--- src/rtl/id_ex_stage_pkg.sv ---
// Purpose: shared constants, opcode encodings, entry payload and snoop helper
//          for the ID/EX stage.
package id_ex_stage_pkg;

  localparam int unsigned XLEN    = 32;
  localparam int unsigned OPC_W   = 7;
  localparam int unsigned REG_AW  = 5;
  localparam int unsigned DEPTH   = 2;
  localparam int unsigned CNT_W   = 2;
  localparam int unsigned FUNCT_W = 4;
  localparam int unsigned TYPE_W  = 3;

  // Opcode = {funct, type}, exactly as driven onto alu.opcode
  localparam logic [TYPE_W-1:0]  ALU_TYPE  = 3'd0;
  localparam logic [TYPE_W-1:0]  BR_TYPE   = 3'd1;
  localparam logic [TYPE_W-1:0]  LD_TYPE   = 3'd2;
  localparam logic [FUNCT_W-1:0] FUNCT_ADD = 4'd0;
  localparam logic [FUNCT_W-1:0] FUNCT_SUB = 4'd1;
  localparam logic [FUNCT_W-1:0] FUNCT_BLT = 4'd4;
  localparam logic [OPC_W-1:0]   OPC_ADD   = {FUNCT_ADD, ALU_TYPE};
  localparam logic [OPC_W-1:0]   OPC_SUB   = {FUNCT_SUB, ALU_TYPE};
  localparam logic [OPC_W-1:0]   OPC_BLT   = {FUNCT_BLT, BR_TYPE};
  localparam logic [OPC_W-1:0]   OPC_LD    = {FUNCT_ADD, LD_TYPE};

  typedef struct packed {
    logic [OPC_W-1:0]  opcode;
    logic [XLEN-1:0]   pc;
    logic [REG_AW-1:0] rs1;
    logic [REG_AW-1:0] rs2;
    logic [XLEN-1:0]   rs1_val;
    logic [XLEN-1:0]   rs2_val;
    logic [REG_AW-1:0] rd;
    logic              wb_en;
  } id_ex_entry_t;

  // Refresh stored operands with the retiring MEM/WB result
  function automatic id_ex_entry_t snoop_entry(input id_ex_entry_t      e,
                                               input logic              wb_en,
                                               input logic [REG_AW-1:0] rd,
                                               input logic [XLEN-1:0]   res);
    id_ex_entry_t r;
    r = e;
    if (wb_en && (rd != '0) && (e.rs1 == rd)) r.rs1_val = res;
    if (wb_en && (rd != '0) && (e.rs2 == rd)) r.rs2_val = res;
    return r;
  endfunction

endpackage

--- src/rtl/id_ex_stage_if.sv ---
// Purpose: decode-side, forwarding and EX-side signals of the ID/EX stage.
// master: environment (decode, EX/MEM, MEM/WB, ALU consumer); slave: the stage.
interface id_ex_stage_if;
  import id_ex_stage_pkg::*;

  logic              id_valid;
  logic              id_ready;
  logic [OPC_W-1:0]  id_opcode;
  logic [XLEN-1:0]   id_pc;
  logic [REG_AW-1:0] id_rs1;
  logic [REG_AW-1:0] id_rs2;
  logic [XLEN-1:0]   id_rs1_val;
  logic [XLEN-1:0]   id_rs2_val;
  logic [REG_AW-1:0] id_rd;
  logic              id_wb_en;

  logic              exm_wb_en;
  logic              exm_is_load;
  logic [REG_AW-1:0] exm_rd;
  logic [XLEN-1:0]   exm_result;
  logic              mwb_wb_en;
  logic [REG_AW-1:0] mwb_rd;
  logic [XLEN-1:0]   mwb_result;

  logic              ex_valid;
  logic              ex_ready;
  logic [OPC_W-1:0]  ex_opcode;
  logic [XLEN-1:0]   ex_a;
  logic [XLEN-1:0]   ex_b;
  logic [REG_AW-1:0] ex_rd;
  logic              ex_wb_en;
  logic [XLEN-1:0]   ex_pc;

  modport master (
    output id_valid, id_opcode, id_pc, id_rs1, id_rs2, id_rs1_val, id_rs2_val,
           id_rd, id_wb_en, exm_wb_en, exm_is_load, exm_rd, exm_result,
           mwb_wb_en, mwb_rd, mwb_result, ex_ready,
    input  id_ready, ex_valid, ex_opcode, ex_a, ex_b, ex_rd, ex_wb_en, ex_pc
  );

  modport slave (
    input  id_valid, id_opcode, id_pc, id_rs1, id_rs2, id_rs1_val, id_rs2_val,
           id_rd, id_wb_en, exm_wb_en, exm_is_load, exm_rd, exm_result,
           mwb_wb_en, mwb_rd, mwb_result, ex_ready,
    output id_ready, ex_valid, ex_opcode, ex_a, ex_b, ex_rd, ex_wb_en, ex_pc
  );

endinterface

--- src/rtl/id_ex_stage_fwd_mux.sv ---
// Purpose: per-operand forward select, EX/MEM > MEM/WB > stored; x0 reads 0.
// Ports: rs_i source index, stored_i buffered value, exm_*/mwb_* producers,
//        val_c_o selected operand (combinational).
module id_ex_stage_fwd_mux
  import id_ex_stage_pkg::*;
(
  input  logic [REG_AW-1:0] rs_i,
  input  logic [XLEN-1:0]   stored_i,
  input  logic              exm_wb_en_i,
  input  logic [REG_AW-1:0] exm_rd_i,
  input  logic [XLEN-1:0]   exm_result_i,
  input  logic              mwb_wb_en_i,
  input  logic [REG_AW-1:0] mwb_rd_i,
  input  logic [XLEN-1:0]   mwb_result_i,
  output logic [XLEN-1:0]   val_c_o
);

  // rs_i != 0 in the forward branches also guarantees rd != 0
  always_comb begin
    val_c_o = stored_i;
    if (rs_i == '0)                                val_c_o = '0;
    else if (exm_wb_en_i && (exm_rd_i == rs_i))    val_c_o = exm_result_i;
    else if (mwb_wb_en_i && (mwb_rd_i == rs_i))    val_c_o = mwb_result_i;
  end

endmodule

--- src/rtl/id_ex_stage.sv ---
// Purpose: ID/EX stage ahead of the ALU: 2-entry skid buffer with MEM/WB
//          snooping, EX/MEM and MEM/WB forwarding, and load-use hold.
// Ports: clk, rst (sync, active-high), flush (branch redirect),
//        pipe_if (slave): decode handshake, producer snoop, ALU handshake.
module id_ex_stage
  import id_ex_stage_pkg::*;
(
  input  logic         clk,
  input  logic         rst,
  input  logic         flush,
  id_ex_stage_if.slave pipe_if
);

  id_ex_entry_t     ent_q [DEPTH];
  id_ex_entry_t     ent_d [DEPTH];
  logic [CNT_W-1:0] count_q, count_d;
  logic             id_ready_q, id_ready_d;

  id_ex_entry_t     inc, head, s0, s1, si;
  logic             head_valid, load_use, ex_valid_c, push, pop;
  logic [XLEN-1:0]  a_fwd, b_fwd;

  // Incoming decode payload
  always_comb begin
    inc         = '0;
    inc.opcode  = pipe_if.id_opcode;
    inc.pc      = pipe_if.id_pc;
    inc.rs1     = pipe_if.id_rs1;
    inc.rs2     = pipe_if.id_rs2;
    inc.rs1_val = pipe_if.id_rs1_val;
    inc.rs2_val = pipe_if.id_rs2_val;
    inc.rd      = pipe_if.id_rd;
    inc.wb_en   = pipe_if.id_wb_en;
  end

  assign head       = ent_q[0];
  assign head_valid = (count_q != '0);

  // Load result not ready yet: hold the head until it reaches MEM/WB
  assign load_use = pipe_if.exm_is_load && pipe_if.exm_wb_en &&
                    (pipe_if.exm_rd != '0) &&
                    ((pipe_if.exm_rd == head.rs1) || (pipe_if.exm_rd == head.rs2));

  assign ex_valid_c = head_valid && !load_use && !flush;
  assign push       = pipe_if.id_valid && id_ready_q && !flush;
  assign pop        = ex_valid_c && pipe_if.ex_ready;

  id_ex_stage_fwd_mux u_fwd_a (
    .rs_i         (head.rs1),
    .stored_i     (head.rs1_val),
    .exm_wb_en_i  (pipe_if.exm_wb_en),
    .exm_rd_i     (pipe_if.exm_rd),
    .exm_result_i (pipe_if.exm_result),
    .mwb_wb_en_i  (pipe_if.mwb_wb_en),
    .mwb_rd_i     (pipe_if.mwb_rd),
    .mwb_result_i (pipe_if.mwb_result),
    .val_c_o      (a_fwd)
  );

  id_ex_stage_fwd_mux u_fwd_b (
    .rs_i         (head.rs2),
    .stored_i     (head.rs2_val),
    .exm_wb_en_i  (pipe_if.exm_wb_en),
    .exm_rd_i     (pipe_if.exm_rd),
    .exm_result_i (pipe_if.exm_result),
    .mwb_wb_en_i  (pipe_if.mwb_wb_en),
    .mwb_rd_i     (pipe_if.mwb_rd),
    .mwb_result_i (pipe_if.mwb_result),
    .val_c_o      (b_fwd)
  );

  // Buffer next state: slot 0 is always the head
  always_comb begin
    s0         = snoop_entry(ent_q[0], pipe_if.mwb_wb_en, pipe_if.mwb_rd, pipe_if.mwb_result);
    s1         = snoop_entry(ent_q[1], pipe_if.mwb_wb_en, pipe_if.mwb_rd, pipe_if.mwb_result);
    si         = snoop_entry(inc,      pipe_if.mwb_wb_en, pipe_if.mwb_rd, pipe_if.mwb_result);
    ent_d[0]   = s0;
    ent_d[1]   = s1;
    count_d    = count_q;
    case ({push, pop})
      2'b10: begin
        if (count_q == '0) ent_d[0] = si;
        else               ent_d[1] = si;
        count_d = count_q + CNT_W'(1);
      end
      2'b01: begin
        ent_d[0] = s1;
        count_d  = count_q - CNT_W'(1);
      end
      // Push while popping only happens at count 1 (ready is low at 2)
      2'b11:   ent_d[0] = si;
      default: ;
    endcase
    if (flush) count_d = '0;
    id_ready_d = (count_d < CNT_W'(DEPTH));
  end

  always_ff @(posedge clk) begin
    if (rst) begin
      ent_q[0]   <= '0;
      ent_q[1]   <= '0;
      count_q    <= '0;
      id_ready_q <= 1'b0;
    end else begin
      ent_q[0]   <= ent_d[0];
      ent_q[1]   <= ent_d[1];
      count_q    <= count_d;
      id_ready_q <= id_ready_d;
    end
  end

  assign pipe_if.id_ready  = id_ready_q;
  assign pipe_if.ex_valid  = ex_valid_c;
  assign pipe_if.ex_opcode = head.opcode;
  assign pipe_if.ex_a      = a_fwd;
  assign pipe_if.ex_b      = b_fwd;
  assign pipe_if.ex_rd     = head.rd;
  assign pipe_if.ex_wb_en  = head.wb_en;
  assign pipe_if.ex_pc     = head.pc;

endmodule
--- src/flat_wrapper.sv ---
// flat-port wrapper written by rule: the top's interface ports become plain ports
module id_ex_stage_flat import id_ex_stage_pkg::*;
  (clk, rst, flush, pipe_if_id_valid, pipe_if_id_opcode, pipe_if_id_pc, pipe_if_id_rs1, pipe_if_id_rs2, pipe_if_id_rs1_val, pipe_if_id_rs2_val, pipe_if_id_rd, pipe_if_id_wb_en, pipe_if_exm_wb_en, pipe_if_exm_is_load, pipe_if_exm_rd, pipe_if_exm_result, pipe_if_mwb_wb_en, pipe_if_mwb_rd, pipe_if_mwb_result, pipe_if_ex_ready, pipe_if_id_ready, pipe_if_ex_valid, pipe_if_ex_opcode, pipe_if_ex_a, pipe_if_ex_b, pipe_if_ex_rd, pipe_if_ex_wb_en, pipe_if_ex_pc);
  id_ex_stage_if pipe_if_i ();
  input  logic clk;
  input  logic rst;
  input  logic flush;
  input wire logic [$bits(pipe_if_i.id_valid)-1:0] pipe_if_id_valid;
  input wire logic [$bits(pipe_if_i.id_opcode)-1:0] pipe_if_id_opcode;
  input wire logic [$bits(pipe_if_i.id_pc)-1:0] pipe_if_id_pc;
  input wire logic [$bits(pipe_if_i.id_rs1)-1:0] pipe_if_id_rs1;
  input wire logic [$bits(pipe_if_i.id_rs2)-1:0] pipe_if_id_rs2;
  input wire logic [$bits(pipe_if_i.id_rs1_val)-1:0] pipe_if_id_rs1_val;
  input wire logic [$bits(pipe_if_i.id_rs2_val)-1:0] pipe_if_id_rs2_val;
  input wire logic [$bits(pipe_if_i.id_rd)-1:0] pipe_if_id_rd;
  input wire logic [$bits(pipe_if_i.id_wb_en)-1:0] pipe_if_id_wb_en;
  input wire logic [$bits(pipe_if_i.exm_wb_en)-1:0] pipe_if_exm_wb_en;
  input wire logic [$bits(pipe_if_i.exm_is_load)-1:0] pipe_if_exm_is_load;
  input wire logic [$bits(pipe_if_i.exm_rd)-1:0] pipe_if_exm_rd;
  input wire logic [$bits(pipe_if_i.exm_result)-1:0] pipe_if_exm_result;
  input wire logic [$bits(pipe_if_i.mwb_wb_en)-1:0] pipe_if_mwb_wb_en;
  input wire logic [$bits(pipe_if_i.mwb_rd)-1:0] pipe_if_mwb_rd;
  input wire logic [$bits(pipe_if_i.mwb_result)-1:0] pipe_if_mwb_result;
  input wire logic [$bits(pipe_if_i.ex_ready)-1:0] pipe_if_ex_ready;
  output wire logic [$bits(pipe_if_i.id_ready)-1:0] pipe_if_id_ready;
  output wire logic [$bits(pipe_if_i.ex_valid)-1:0] pipe_if_ex_valid;
  output wire logic [$bits(pipe_if_i.ex_opcode)-1:0] pipe_if_ex_opcode;
  output wire logic [$bits(pipe_if_i.ex_a)-1:0] pipe_if_ex_a;
  output wire logic [$bits(pipe_if_i.ex_b)-1:0] pipe_if_ex_b;
  output wire logic [$bits(pipe_if_i.ex_rd)-1:0] pipe_if_ex_rd;
  output wire logic [$bits(pipe_if_i.ex_wb_en)-1:0] pipe_if_ex_wb_en;
  output wire logic [$bits(pipe_if_i.ex_pc)-1:0] pipe_if_ex_pc;
  assign pipe_if_i.id_valid = pipe_if_id_valid;
  assign pipe_if_i.id_opcode = pipe_if_id_opcode;
  assign pipe_if_i.id_pc = pipe_if_id_pc;
  assign pipe_if_i.id_rs1 = pipe_if_id_rs1;
  assign pipe_if_i.id_rs2 = pipe_if_id_rs2;
  assign pipe_if_i.id_rs1_val = pipe_if_id_rs1_val;
  assign pipe_if_i.id_rs2_val = pipe_if_id_rs2_val;
  assign pipe_if_i.id_rd = pipe_if_id_rd;
  assign pipe_if_i.id_wb_en = pipe_if_id_wb_en;
  assign pipe_if_i.exm_wb_en = pipe_if_exm_wb_en;
  assign pipe_if_i.exm_is_load = pipe_if_exm_is_load;
  assign pipe_if_i.exm_rd = pipe_if_exm_rd;
  assign pipe_if_i.exm_result = pipe_if_exm_result;
  assign pipe_if_i.mwb_wb_en = pipe_if_mwb_wb_en;
  assign pipe_if_i.mwb_rd = pipe_if_mwb_rd;
  assign pipe_if_i.mwb_result = pipe_if_mwb_result;
  assign pipe_if_i.ex_ready = pipe_if_ex_ready;
  assign pipe_if_id_ready = pipe_if_i.id_ready;
  assign pipe_if_ex_valid = pipe_if_i.ex_valid;
  assign pipe_if_ex_opcode = pipe_if_i.ex_opcode;
  assign pipe_if_ex_a = pipe_if_i.ex_a;
  assign pipe_if_ex_b = pipe_if_i.ex_b;
  assign pipe_if_ex_rd = pipe_if_i.ex_rd;
  assign pipe_if_ex_wb_en = pipe_if_i.ex_wb_en;
  assign pipe_if_ex_pc = pipe_if_i.ex_pc;
  id_ex_stage u_core (.clk(clk), .rst(rst), .flush(flush), .pipe_if(pipe_if_i));
endmodule
--- config.mk ---
export PLATFORM = sky130hd
export DESIGN_NAME = id_ex_stage_flat
export DESIGN_NICKNAME = d
export VERILOG_FILES = /design/src/rtl/id_ex_stage_pkg.sv /design/src/rtl/id_ex_stage_if.sv /design/src/rtl/id_ex_stage_fwd_mux.sv /design/src/rtl/id_ex_stage.sv /design/src/flat_wrapper.sv
export SDC_FILE = /design/constraint.sdc
export NUM_CORES = 1
export LEC_CHECK = 0
export ABC_AREA = 1
export BUFFER_PORTS_ARGS = -buffer_cell sky130_fd_sc_hd__buf_2
export CAP_MARGIN = 20
export CORE_MARGIN = 2
export CORE_UTILIZATION = 30
export DETAILED_ROUTE_END_ITERATION = 8
export PLACE_DENSITY = 0.6
export SLEW_MARGIN = 10
export SYNTH_ARGS = -nofsm -noshare
export SYNTH_HDL_FRONTEND = slang
export SYNTH_SLANG_ARGS = --single-unit
--- constraint.sdc ---
create_clock -name clk -period 2.19 [get_ports clk]
set_input_delay 0.219 -clock clk [delete_from_list [all_inputs] [get_ports clk]]
set_output_delay 0.219 -clock clk [all_outputs]
set_load 0.01 [all_outputs]
==> metrics <==
share of the synthesized area in the top cell type 0.347; setup slack, reg-to-reg -0.19 ns; fin crit share 1.20; WP data arrival 2.41 ns; final design utilization 0.452; initial cell density of the core 0.305; fraction of layout cells with a size suffix above 1 0.273; Die Span Y 219 um; top area cells in the synthesized netlist dfxtp_1 (35%), nand2_1 (21%), o21ai_0 (10%), a21oi_1 (7.2%), nor2_1 (5.5%); critical path capture point type output pin; Final setup viols 223; Area growth, synth to finish 48.0%; GPL Wtd Cong 0.850; setup TNS -37.99 ns; total track usage 0.236; CP Data Required Time 1.97 ns; Netlist cell types 35; total CTS buffers 29; Max-Cap Viols 0; RSZ-0062 raised after global routing true; ys flop type dfxtp_1; Post-Route WL 61.7 mm; antenna violations before repair 9; failing checks negative setup slack; WL met2 29.6 mm; clock sink count 241; vias in the first global route 16,116; Synth Cell Area 13,900 sq um; Worst Setup Start Kind flop; final worst slack -0.441 ns; detailed placement HPWL 34.4 mm; FMAX 0.380 GHz; largest net degree at the start of global routing 65; Static Leak 8.46 nW; # rows 78; met3 wire length 5.30 mm; critical path type reg -> out; Hold Violations, Final 0; num ports 312; FF+latch area 4840 sq um; Critical Path Fanout Max 7; drt drc 0; Post-layout nets 2,795; status finished with violations; GR Overflow Total 0; vias 16,940; most common cell after layout, fill and taps aside nand2_1; DIE AREA 48,100 sq um; clk_lat worst skew 0.56 ns; area of the multi-input gates 8810 sq um; TritonCTS clock tree yes; drt pass-1 iters 6; post-DR vias/cell 5.27; H-tree levels 1; Slew @ Worst Pin 0.541 ns; Post-synth EDFFs 0; fin. max-slew vios 0; post-route minimum period 2.63 ns; syn nets 2,451; DR top layer met5; Avg Inst Size Synth 6.19 sq um; Root Driver clkbuf_16; IO buf count 311; WL/cell 19.2 um; Yosys top cell by area dfxtp_1; Reg clk slew, reported paths 0.06 ns; Worst slew margin 0.639; Antenna Nets Post-Route 0; Async SR Flop Fraction 0; most frequent cells in the layout nand2_1 (749), buf_2 (295), dfxtp_1 (234), o21ai_0 (210), nor2_1 (201); core area 45,600 sq um; worst-case vdd ir drop 440 uV; first-pass GRT wire length 89.4 mm; Hold Path Class in -> reg; Synth Register Bits 241; wl on met1 24.7 mm; Post-Synthesis Cells 2,248; DRT iter0 DRCs 1,385; Clock Skew 0.0115 ns; FILL cells 4,484; sequential fraction of the synthesis area 0.347; CTS Buffer Depth 3; Ys Warns 0; pwr dens 567 nW/um^2; die width 219 um
==> cell families (layout without fill, tap and decap cells) <==
kind of cell             after synthesis  after routing  synth area share
buffers and inverters                281            644            0.0997
flip-flops                           241            241             0.347
AND/OR/NAND/NOR                     1020           1021             0.286
XOR/XNOR                              25             25            0.0157
other                                  0              2                 0
adder cells (fa/ha/maj)                2              2           0.00180
AO/OA/AOI/OAI                        679            679             0.250
==> synthesized netlist by cell type, types with 4 or more instances <==
master    count
clkbuf_2     14
xnor2_1      12
nand2_2       4
buf_2        42
o21ai_0     291
dfxtp_1     241
nor2_1      205
buf_6         6
a31oi_1      62
nand3_2       4
a21oi_1     201
o21ai_1     122
clkbuf_1     99
nand2_1     785
buf_4        57
xor2_1       13
inv_1        53
nand3_1       5
nand4_1       6
inv_2         8
==> stage by stage <==
stage | cells | setup WS, ns | area [sq um] | hold slack [ns] | total power, W
2_1_floorplan | 2248 | 0.00110 | 13900 | 0.361 | 0.00553
6_report | 3214 | -0.441 | 20600 | 0.0481 | 0.0117
3_3_place_gp | 3021 | -0.0241 | 16200 | 0.451 | 0.00616
4_1_cts | 3180 | -0.484 | 19300 | 0.0317 | 0.0115
3_5_place_dp | 3021 | -0.0701 | 16200 | 0.456 | 0.00618
5_1_grt | 3212 | -0.522 | 20600 | 0.0782 | 0.0121
==> layout make-up <==
cell class | count | area share
multi-input combinational | 1727 | 0.428
timing repair buffer | 531 | 0.241
sequential | 241 | 0.235
clock buffer | 40 | 0.0397
tap | 600 | 0.0365
inverter | 62 | 0.0129
clock inverter | 11 | 0.00662
antenna | 2 | 0.000243
==> sequential cells by signal, indices dropped and copies added (netlist names) <==
signal                   count
u_core.ent_q               238
u_core.count_q               2
u_core.pipe_if.id_ready      1
==> worst max-delay path: stages, from the launching register on <==
cell,delay [ns]
dfxtp_4,0.36
buf_6,0.12
xor2_2,0.17
nor4_4,0.34
nand2_4,0.14
clkinv_4,0.11
buf_12,0.13
buf_12,0.12
nand2_2,0.05
a31oi_2,0.15
buf_2,0.16
==> metal layers <==
| metal | GRT usage | vias up |
|---|---|---|
| met5 | 0 | - |
| met4 | 0.0968 | 14 |
| met3 | 0.0395 | 149 |
| met2 | 0.405 | 814 |
| met1 | 0.290 | 7921 |
| li1 | - | 8042 |
==> power breakdown <==
part | internal, W | switching [W]
logic | 0.000924 | 0.00127
clock network | 0.00294 | 0.00199
registers | 0.00449 | 0.0000612
==> what timing repair did <==
action                     in CTS  in global routing
cloned                         22                 17
setup endpoints to repair     161                305
pin swaps                      48                 43
gates resized for setup       222                199
hold buffers                   57                  0
buffers inserted               29                 20
hold endpoints to repair      110                  0
==> worst paths after layout <==
| kind | depth (start not counted) | endpoint | startpoint |
|---|---|---|---|
| worst max register to register | 19 | u_core.ent_q[0][17] | u_core.ent_q[0][70] |
| worst max-delay path | 10 | pipe_if_ex_a[16] | u_core.ent_q[0][78] |
| worst min register to register | 2 | u_core.ent_q[0][218] | u_core.ent_q[0][218] |
| worst min-delay path | 5 | u_core.ent_q[0][187] | pipe_if_id_rs1_val[30] |
No activity file was read; power rests on OpenSTA's default activity.
